$ cat src/rtl/pipeid_sb_pkg.sv
// Shared definitions for the pipeid_sb operand/issue stage: width helpers
// and the forwarding-source encoding used by the operand muxes.
package pipeid_sb_pkg;

  // Register-number width for a register file of nreg entries.
  function automatic int aw_of(input int nreg);
    return (nreg > 1) ? $clog2(nreg) : 1;
  endfunction

  // Width of a countdown counter that must hold values 0..lat.
  function automatic int cnt_w(input int lat);
    return (lat > 0) ? $clog2(lat + 1) : 1;
  endfunction

  // Where a resolved operand came from.
  typedef enum logic [2:0] {
    FWD_QA   = 3'd0,  // register file read data
    FWD_EALU = 3'd1,  // E-stage ALU result
    FWD_MALU = 3'd2,  // M-stage ALU result
    FWD_MMO  = 3'd3,  // M-stage memory data
    FWD_WDI  = 3'd4,  // W-stage write data
    FWD_ZERO = 3'd5   // register 0
  } fwd_sel_e;

endpackage

$ cat src/rtl/pipeid_sb_fwd.sv
// Single-operand forwarding mux with load-use hazard match.
// The E stage wins over M, M over W, W over the register file.
module pipeid_sb_fwd
  import pipeid_sb_pkg::*;
#(
  parameter int XLEN = 32,
  parameter int AW   = 5,
  parameter int WBYP = 1
) (
  input  logic [AW-1:0]   src_i,
  input  logic            use_i,
  input  logic [XLEN-1:0] qd_i,
  input  logic [AW-1:0]   ern_i,
  input  logic            ewreg_i,
  input  logic            em2reg_i,
  input  logic [XLEN-1:0] ealu_i,
  input  logic [AW-1:0]   mrn_i,
  input  logic            mwreg_i,
  input  logic            mm2reg_i,
  input  logic [XLEN-1:0] malu_i,
  input  logic [XLEN-1:0] mmo_i,
  input  logic [AW-1:0]   wrn_i,
  input  logic            wwreg_i,
  input  logic [XLEN-1:0] wdi_i,
  output logic [XLEN-1:0] val_o,
  output logic            load_use_o
);

  fwd_sel_e sel;

  // Pick the youngest in-flight producer of this source register.
  always_comb begin
    sel = FWD_QA;
    if (src_i == '0)                                        sel = FWD_ZERO;
    else if (ewreg_i && !em2reg_i && (ern_i == src_i))      sel = FWD_EALU;
    else if (mwreg_i && (mrn_i == src_i))                   sel = mm2reg_i ? FWD_MMO : FWD_MALU;
    else if ((WBYP != 0) && wwreg_i && (wrn_i == src_i))    sel = FWD_WDI;
  end

  // Steer the selected source onto the operand.
  always_comb begin
    val_o = qd_i;
    unique case (sel)
      FWD_ZERO: val_o = '0;
      FWD_EALU: val_o = ealu_i;
      FWD_MALU: val_o = malu_i;
      FWD_MMO:  val_o = mmo_i;
      FWD_WDI:  val_o = wdi_i;
      default:  val_o = qd_i;
    endcase
  end

  // A load in E cannot forward yet: the reader must wait one cycle.
  always_comb begin
    load_use_o = use_i && ewreg_i && em2reg_i && (ern_i != '0) && (ern_i == src_i);
  end

endmodule

$ cat src/rtl/pipeid_sb.sv
// Operand/issue stage: resolves operands through E/M/W bypasses, stalls on
// load-use, long-latency dependencies and a busy long unit, and registers
// issued work into the ID/EX stage.
//
// Handshake: an instruction in D (dvalid=1) is accepted on a rising edge
// exactly when wpcir=1; when wpcir=0 it must be held unchanged in D and a
// bubble (xvalid=0) enters EX instead. wpcir depends only on current inputs
// and scoreboard state.
module pipeid_sb
  import pipeid_sb_pkg::*;
#(
  parameter  int XLEN     = 32,
  parameter  int NREG     = 32,
  parameter  int LONG_LAT = 4,
  parameter  int WBYP     = 1,
  localparam int AW       = aw_of(NREG)
) (
  input  logic            clock,
  input  logic            resetn,
  input  logic            dvalid,
  input  logic [AW-1:0]   rs,
  input  logic [AW-1:0]   rt,
  input  logic            use_rs,
  input  logic            use_rt,
  input  logic [AW-1:0]   drn,
  input  logic            dwreg,
  input  logic            dm2reg,
  input  logic            dlong,
  input  logic [XLEN-1:0] qa,
  input  logic [XLEN-1:0] qb,
  input  logic [AW-1:0]   ern,
  input  logic [AW-1:0]   mrn,
  input  logic [AW-1:0]   wrn,
  input  logic            ewreg,
  input  logic            em2reg,
  input  logic            mwreg,
  input  logic            mm2reg,
  input  logic            wwreg,
  input  logic [XLEN-1:0] ealu,
  input  logic [XLEN-1:0] malu,
  input  logic [XLEN-1:0] mmo,
  input  logic [XLEN-1:0] wdi,
  output logic            wpcir,
  output logic            rsrtequ,
  output logic            xvalid,
  output logic            xwreg,
  output logic            xm2reg,
  output logic            xlong,
  output logic [XLEN-1:0] xa,
  output logic [XLEN-1:0] xb,
  output logic [AW-1:0]   xrn
);

  localparam int CW = cnt_w(LONG_LAT);
  localparam logic [CW-1:0] LAT_M1 = CW'(LONG_LAT - 1);

  logic [XLEN-1:0] a_val, b_val;
  logic            lu_a, lu_b;
  logic            sb_hit, struct_hit, stall, issue;

  logic [NREG-1:0][CW-1:0] pend_q, pend_d;
  logic [CW-1:0]           busy_q, busy_d;

  logic            xvalid_q, xvalid_d, xwreg_q, xwreg_d;
  logic            xm2reg_q, xm2reg_d, xlong_q, xlong_d;
  logic [XLEN-1:0] xa_q, xa_d, xb_q, xb_d;
  logic [AW-1:0]   xrn_q, xrn_d;

  pipeid_sb_fwd #(.XLEN(XLEN), .AW(AW), .WBYP(WBYP)) u_fwd_a (
    .src_i(rs), .use_i(use_rs), .qd_i(qa),
    .ern_i(ern), .ewreg_i(ewreg), .em2reg_i(em2reg), .ealu_i(ealu),
    .mrn_i(mrn), .mwreg_i(mwreg), .mm2reg_i(mm2reg), .malu_i(malu), .mmo_i(mmo),
    .wrn_i(wrn), .wwreg_i(wwreg), .wdi_i(wdi),
    .val_o(a_val), .load_use_o(lu_a)
  );

  pipeid_sb_fwd #(.XLEN(XLEN), .AW(AW), .WBYP(WBYP)) u_fwd_b (
    .src_i(rt), .use_i(use_rt), .qd_i(qb),
    .ern_i(ern), .ewreg_i(ewreg), .em2reg_i(em2reg), .ealu_i(ealu),
    .mrn_i(mrn), .mwreg_i(mwreg), .mm2reg_i(mm2reg), .malu_i(malu), .mmo_i(mmo),
    .wrn_i(wrn), .wwreg_i(wwreg), .wdi_i(wdi),
    .val_o(b_val), .load_use_o(lu_b)
  );

  // Hazard detection; pend[0] is never set, so register 0 never stalls.
  always_comb begin
    sb_hit     = (use_rs && (pend_q[rs] != '0)) ||
                 (use_rt && (pend_q[rt] != '0)) ||
                 (dwreg  && (pend_q[drn] != '0));
    struct_hit = dlong && (busy_q != '0);
    stall      = dvalid && (lu_a || lu_b || sb_hit || struct_hit);
    issue      = dvalid && !stall;
    wpcir      = !stall;
    rsrtequ    = (a_val == b_val);
  end

  // Countdown scoreboard: decrement toward zero, issue of a long op reloads.
  always_comb begin
    pend_d = '0;
    for (int r = 1; r < NREG; r++) begin
      pend_d[r] = (pend_q[r] != '0) ? pend_q[r] - CW'(1) : '0;
      if (issue && dlong && dwreg && (drn == AW'(r))) pend_d[r] = LAT_M1;
    end
    busy_d = (busy_q != '0) ? busy_q - CW'(1) : '0;
    if (issue && dlong) busy_d = LAT_M1;
  end

  // ID/EX next state: issued work or a bubble that keeps the old data.
  always_comb begin
    xvalid_d = 1'b0;
    xwreg_d  = 1'b0;
    xm2reg_d = 1'b0;
    xlong_d  = 1'b0;
    xa_d     = xa_q;
    xb_d     = xb_q;
    xrn_d    = xrn_q;
    if (issue) begin
      xvalid_d = 1'b1;
      xwreg_d  = dwreg;
      xm2reg_d = dm2reg;
      xlong_d  = dlong;
      xa_d     = a_val;
      xb_d     = b_val;
      xrn_d    = drn;
    end
  end

  // State registers; reset clears both ID/EX and any pending countdowns.
  always_ff @(posedge clock or negedge resetn) begin
    if (!resetn) begin
      pend_q   <= '0;
      busy_q   <= '0;
      xvalid_q <= 1'b0;
      xwreg_q  <= 1'b0;
      xm2reg_q <= 1'b0;
      xlong_q  <= 1'b0;
      xa_q     <= '0;
      xb_q     <= '0;
      xrn_q    <= '0;
    end else begin
      pend_q   <= pend_d;
      busy_q   <= busy_d;
      xvalid_q <= xvalid_d;
      xwreg_q  <= xwreg_d;
      xm2reg_q <= xm2reg_d;
      xlong_q  <= xlong_d;
      xa_q     <= xa_d;
      xb_q     <= xb_d;
      xrn_q    <= xrn_d;
    end
  end

  assign xvalid = xvalid_q;
  assign xwreg  = xwreg_q;
  assign xm2reg = xm2reg_q;
  assign xlong  = xlong_q;
  assign xa     = xa_q;
  assign xb     = xb_q;
  assign xrn    = xrn_q;

endmodule

$ cat config.mk
export PLATFORM = sky130hd
export DESIGN_NAME = pipeid_sb
export DESIGN_NICKNAME = d
export VERILOG_FILES = /design/src/rtl/pipeid_sb_pkg.sv /design/src/rtl/pipeid_sb_fwd.sv /design/src/rtl/pipeid_sb.sv
export SDC_FILE = /design/constraint.sdc
export NUM_CORES = 1
export LEC_CHECK = 0
export CORE_UTILIZATION = 30
export DETAILED_ROUTE_END_ITERATION = 10
export SYNTH_ARGS = -nofsm -noshare
export SYNTH_HDL_FRONTEND = slang
export SYNTH_HIERARCHICAL = 1
export SYNTH_SLANG_ARGS = --single-unit
$ cat constraint.sdc
create_clock -name clock -period 3.8 [get_ports clock]
set_input_delay 0.38 -clock clock [delete_from_list [all_inputs] [get_ports clock]]
set_output_delay 0.38 -clock clock [all_outputs]
set_load 0.05 [all_outputs]
==> flow_metrics.env <==
export IMPL_final_layout_size_suffix_gt1_share_pct=23.7
export IMPL_dr_first_iter_drc_count=975
export IMPL_grt_pass1_wl_microns=73900
export IMPL_ys_seq_area_share_pct=36.2
export IMPL_min_period_ps=3730
export IMPL_dp_hpwl_microns=36600
export IMPL_post_route_drc_count=0
export IMPL_die_h_microns=199
export IMPL_wirelength_microns=50900
export IMPL_layout_commonest_cell="clkdlybuf4s50_1"
export IMPL_syn_nets=1452
export IMPL_antenna_found_initial=1
export IMPL_htreeDepth=4
export IMPL_worst_setup_path_type="input pin to output port"
export IMPL_path_cells="clkdlybuf4s50_1, nand2_1, or2_1, buf_12, buf_4, a31o_1, a221o_1, xor2_1, nor4_4, buf_4, nand4_1, nor2_1, buf_4, buf_12"
export IMPL_syn_area_per_cell_sq_um=9.60
export IMPL_syn_to_final_growth_pct=51.4
export IMPL_finalSetupViolCount=0
export IMPL_cpPeakStageDelay_ps=500
export IMPL_initial_utilization_pct=30.7
export IMPL_grt_start_max_net_pins=83
export IMPL_pre_cts_ws_ps=-427
export IMPL_cts_tree="done"
export IMPL_root_buffer="clkbuf_16"
export IMPL_ys_warn_count=6
export IMPL_rsz0062_at_grt="false"
export IMPL_fin_skew_ps=13.3
export IMPL_fin_cells=2173
export IMPL_drtPass1Iterations=6
export IMPL_wl_per_cell_microns=23.4
export IMPL_worst_path_buf_inv=6
export IMPL_portBuffers=309
export IMPL_dp_cells=2108
export IMPL_cts_inserted_buffers=17
export IMPL_layout_nets=1882
export IMPL_cp_max_fo=27
export IMPL_grt_pass1_vias=12165
export IMPL_cp_slowest_cell="clkdlybuf4s50_1"
export IMPL_finalWorstSetupSlack_ps=67.0
export IMPL_final_cell_mix="clkdlybuf4s50_1, buf_4, dfrtp_1"
export IMPL_syn_cell_area_sq_um=11700
export IMPL_ant_nets=0
export IMPL_cap_violations=0
export IMPL_layout_worst_path_cycle_share_pct=98.2
export IMPL_postSynthCellCount=1217
export IMPL_clock_latency_ps=460
export IMPL_hold_slack_ps=-31.5
export IMPL_finalHoldViolCount=25
export IMPL_clk_pin_slew_worst_paths_ps=70
export IMPL_worst_pin_slew_ps=814
export IMPL_outcome="finished with violations"
export IMPL_ff2ff_setup_slack_ps=480
export IMPL_num_rows=71
export IMPL_fillCellCount=3659
export IMPL_endpoint_kind="output port"
export IMPL_hold_path_class="input pin to asynchronous set/reset pin"
export IMPL_design_core_area_sq_um=38000
export IMPL_clk_path_buf_depth=2
export IMPL_slew_headroom_pct=45.7
export IMPL_ios=310
export IMPL_synthArstFlopShare_pct=100
export IMPL_die_area_sq_um=39700
export IMPL_fmaxAchievable_mhz=268
export IMPL_vias=12257
export IMPL_clock_sinks=169
export IMPL_worstPathRequired_ps=3420
export IMPL_grt_overflow=0
export IMPL_cpMostUsedCell="buf_4"
export IMPL_power_density_nw_per_um2=386
export IMPL_cp_start_kind="input pin"
export IMPL_slew_violations=0
export IMPL_vias_per_cell=5.64
export IMPL_leakagePower_nw=7.43
export IMPL_path_delay_family="buffers and inverters"
export IMPL_synthDistinctLibCells=61
export IMPL_die_w_microns=199
export IMPL_irDropWorstVdd_v=0.000363
export IMPL_grt_usage_pct=25.1
export IMPL_synth_edff_count=0
export IMPL_violations="negative hold slack"
export IMPL_worstPathArrival_ps=3350
export IMPL_ys_ff_latch=169
export IMPL_yosys_most_used_dff="dfrtp_1"
export IMPL_place_gp_congestion=0.903
==> per-stage QoR <==
step	hold slack [ps]	utilization (%)	total power [mW]	setup TNS [ps]	cell area, sq um
finish	-31.5	46.5	6.83	0	17700
global route	24.9	46.5	7.09	0	17700
CTS	1.25	46.2	6.85	0	17600
detailed placement	492	43.5	5.03	-427	16500
global placement	487	43.5	5.02	-423	16500
floorplan	84.4	-	3.74	0	11700
==> per-layer routing <==
metal / wire, microns / share of wire (%) / vias up / track usage [%]
met5: 7 / 0.014 / - / 0
met4: 1540 / 3.0 / 2 / 9.08
met3: 4010 / 7.9 / 98 / 4.93
met2: 25400 / 50 / 578 / 44.3
met1: 19900 / 39 / 6006 / 30.0
li1: - / - / 5573 / -
==> report_power, final <==
group	internal [mW]	total [mW]	switching (mW)
registers	2.04	2.19	0.150
clock network	0.892	1.77	0.878
logic	1.17	2.86	1.70
total	4.10	6.83	2.73
==> logic make-up (layout without fill, tap and decap cells) <==
group                  Yosys count  after routing  share of synthesized area (%)
multiplexers                   153            153                           15.1
XOR/XNOR                        62             62                           4.65
buffers and inverters          112            555                           4.42
AND/OR/NAND/NOR                406            406                           17.8
other                            0              2                              0
flip-flops                     169            169                           36.2
AO/OA/AOI/OAI                  315            315                           21.8
==> state kept, by name, summed over array words and instances (netlist names) <==
signal and cells:
busy_q 3, pend_q 93, xa 32, xb 32
xlong 1, xm2reg 1, xrn 5, xvalid 1
xwreg 1
==> layout make-up <==
class	count	area [sq um]	share of cell area (%)
Antenna cell	2	5.00	0.0283
Multi-Input combinational cell	936	7200	40.7
Tap cell	511	639	3.61
Inverter	12	45.0	0.255
Clock buffer	19	443	2.50
Clock inverter	13	130	0.735
Timing Repair Buffer	511	5010	28.3
Sequential cell	169	4230	23.9
==> repair_timing <==
action	4_1_cts	5_1_grt
hold buffers	0	0
resized for setup	64	55
setup buffers	21	5
setup endpoints to repair	1	2
cloned	5	1
pin swaps	29	22
==> cell usage after synthesis, types with 22 or more instances <==
library cell | n | area share, %
mux2i_1 | 70 | 6.0
dfrtp_1 | 169 | 36
o21a_1 | 30 | 1.9
nor2_1 | 53 | 1.7
a31o_1 | 64 | 4.8
nor3b_1 | 28 | 1.8
mux2_2 | 71 | 6.8
a21oi_1 | 41 | 1.8
xor2_1 | 40 | 3.0
a221o_1 | 64 | 5.5
nand2_1 | 82 | 2.6
nor4_1 | 24 | 1.3
xnor2_1 | 22 | 1.6
nor3_1 | 162 | 6.9
clkbuf_1 | 63 | 2.0
==> final timing paths <==
path | cells after the start | start | endpoint
min | 1 | resetn | pend_q[23]
max reg2reg | 9 | pend_q[28] | pend_q[90]
max in group asynchronous | 2 | resetn | pend_q[10]
min in group clock | 3 | dm2reg | xm2reg
min reg2reg | 1 | xrn[1] | xrn[1]
max | 14 | mwreg | rsrtequ
(Power assumes the default switching activity.)
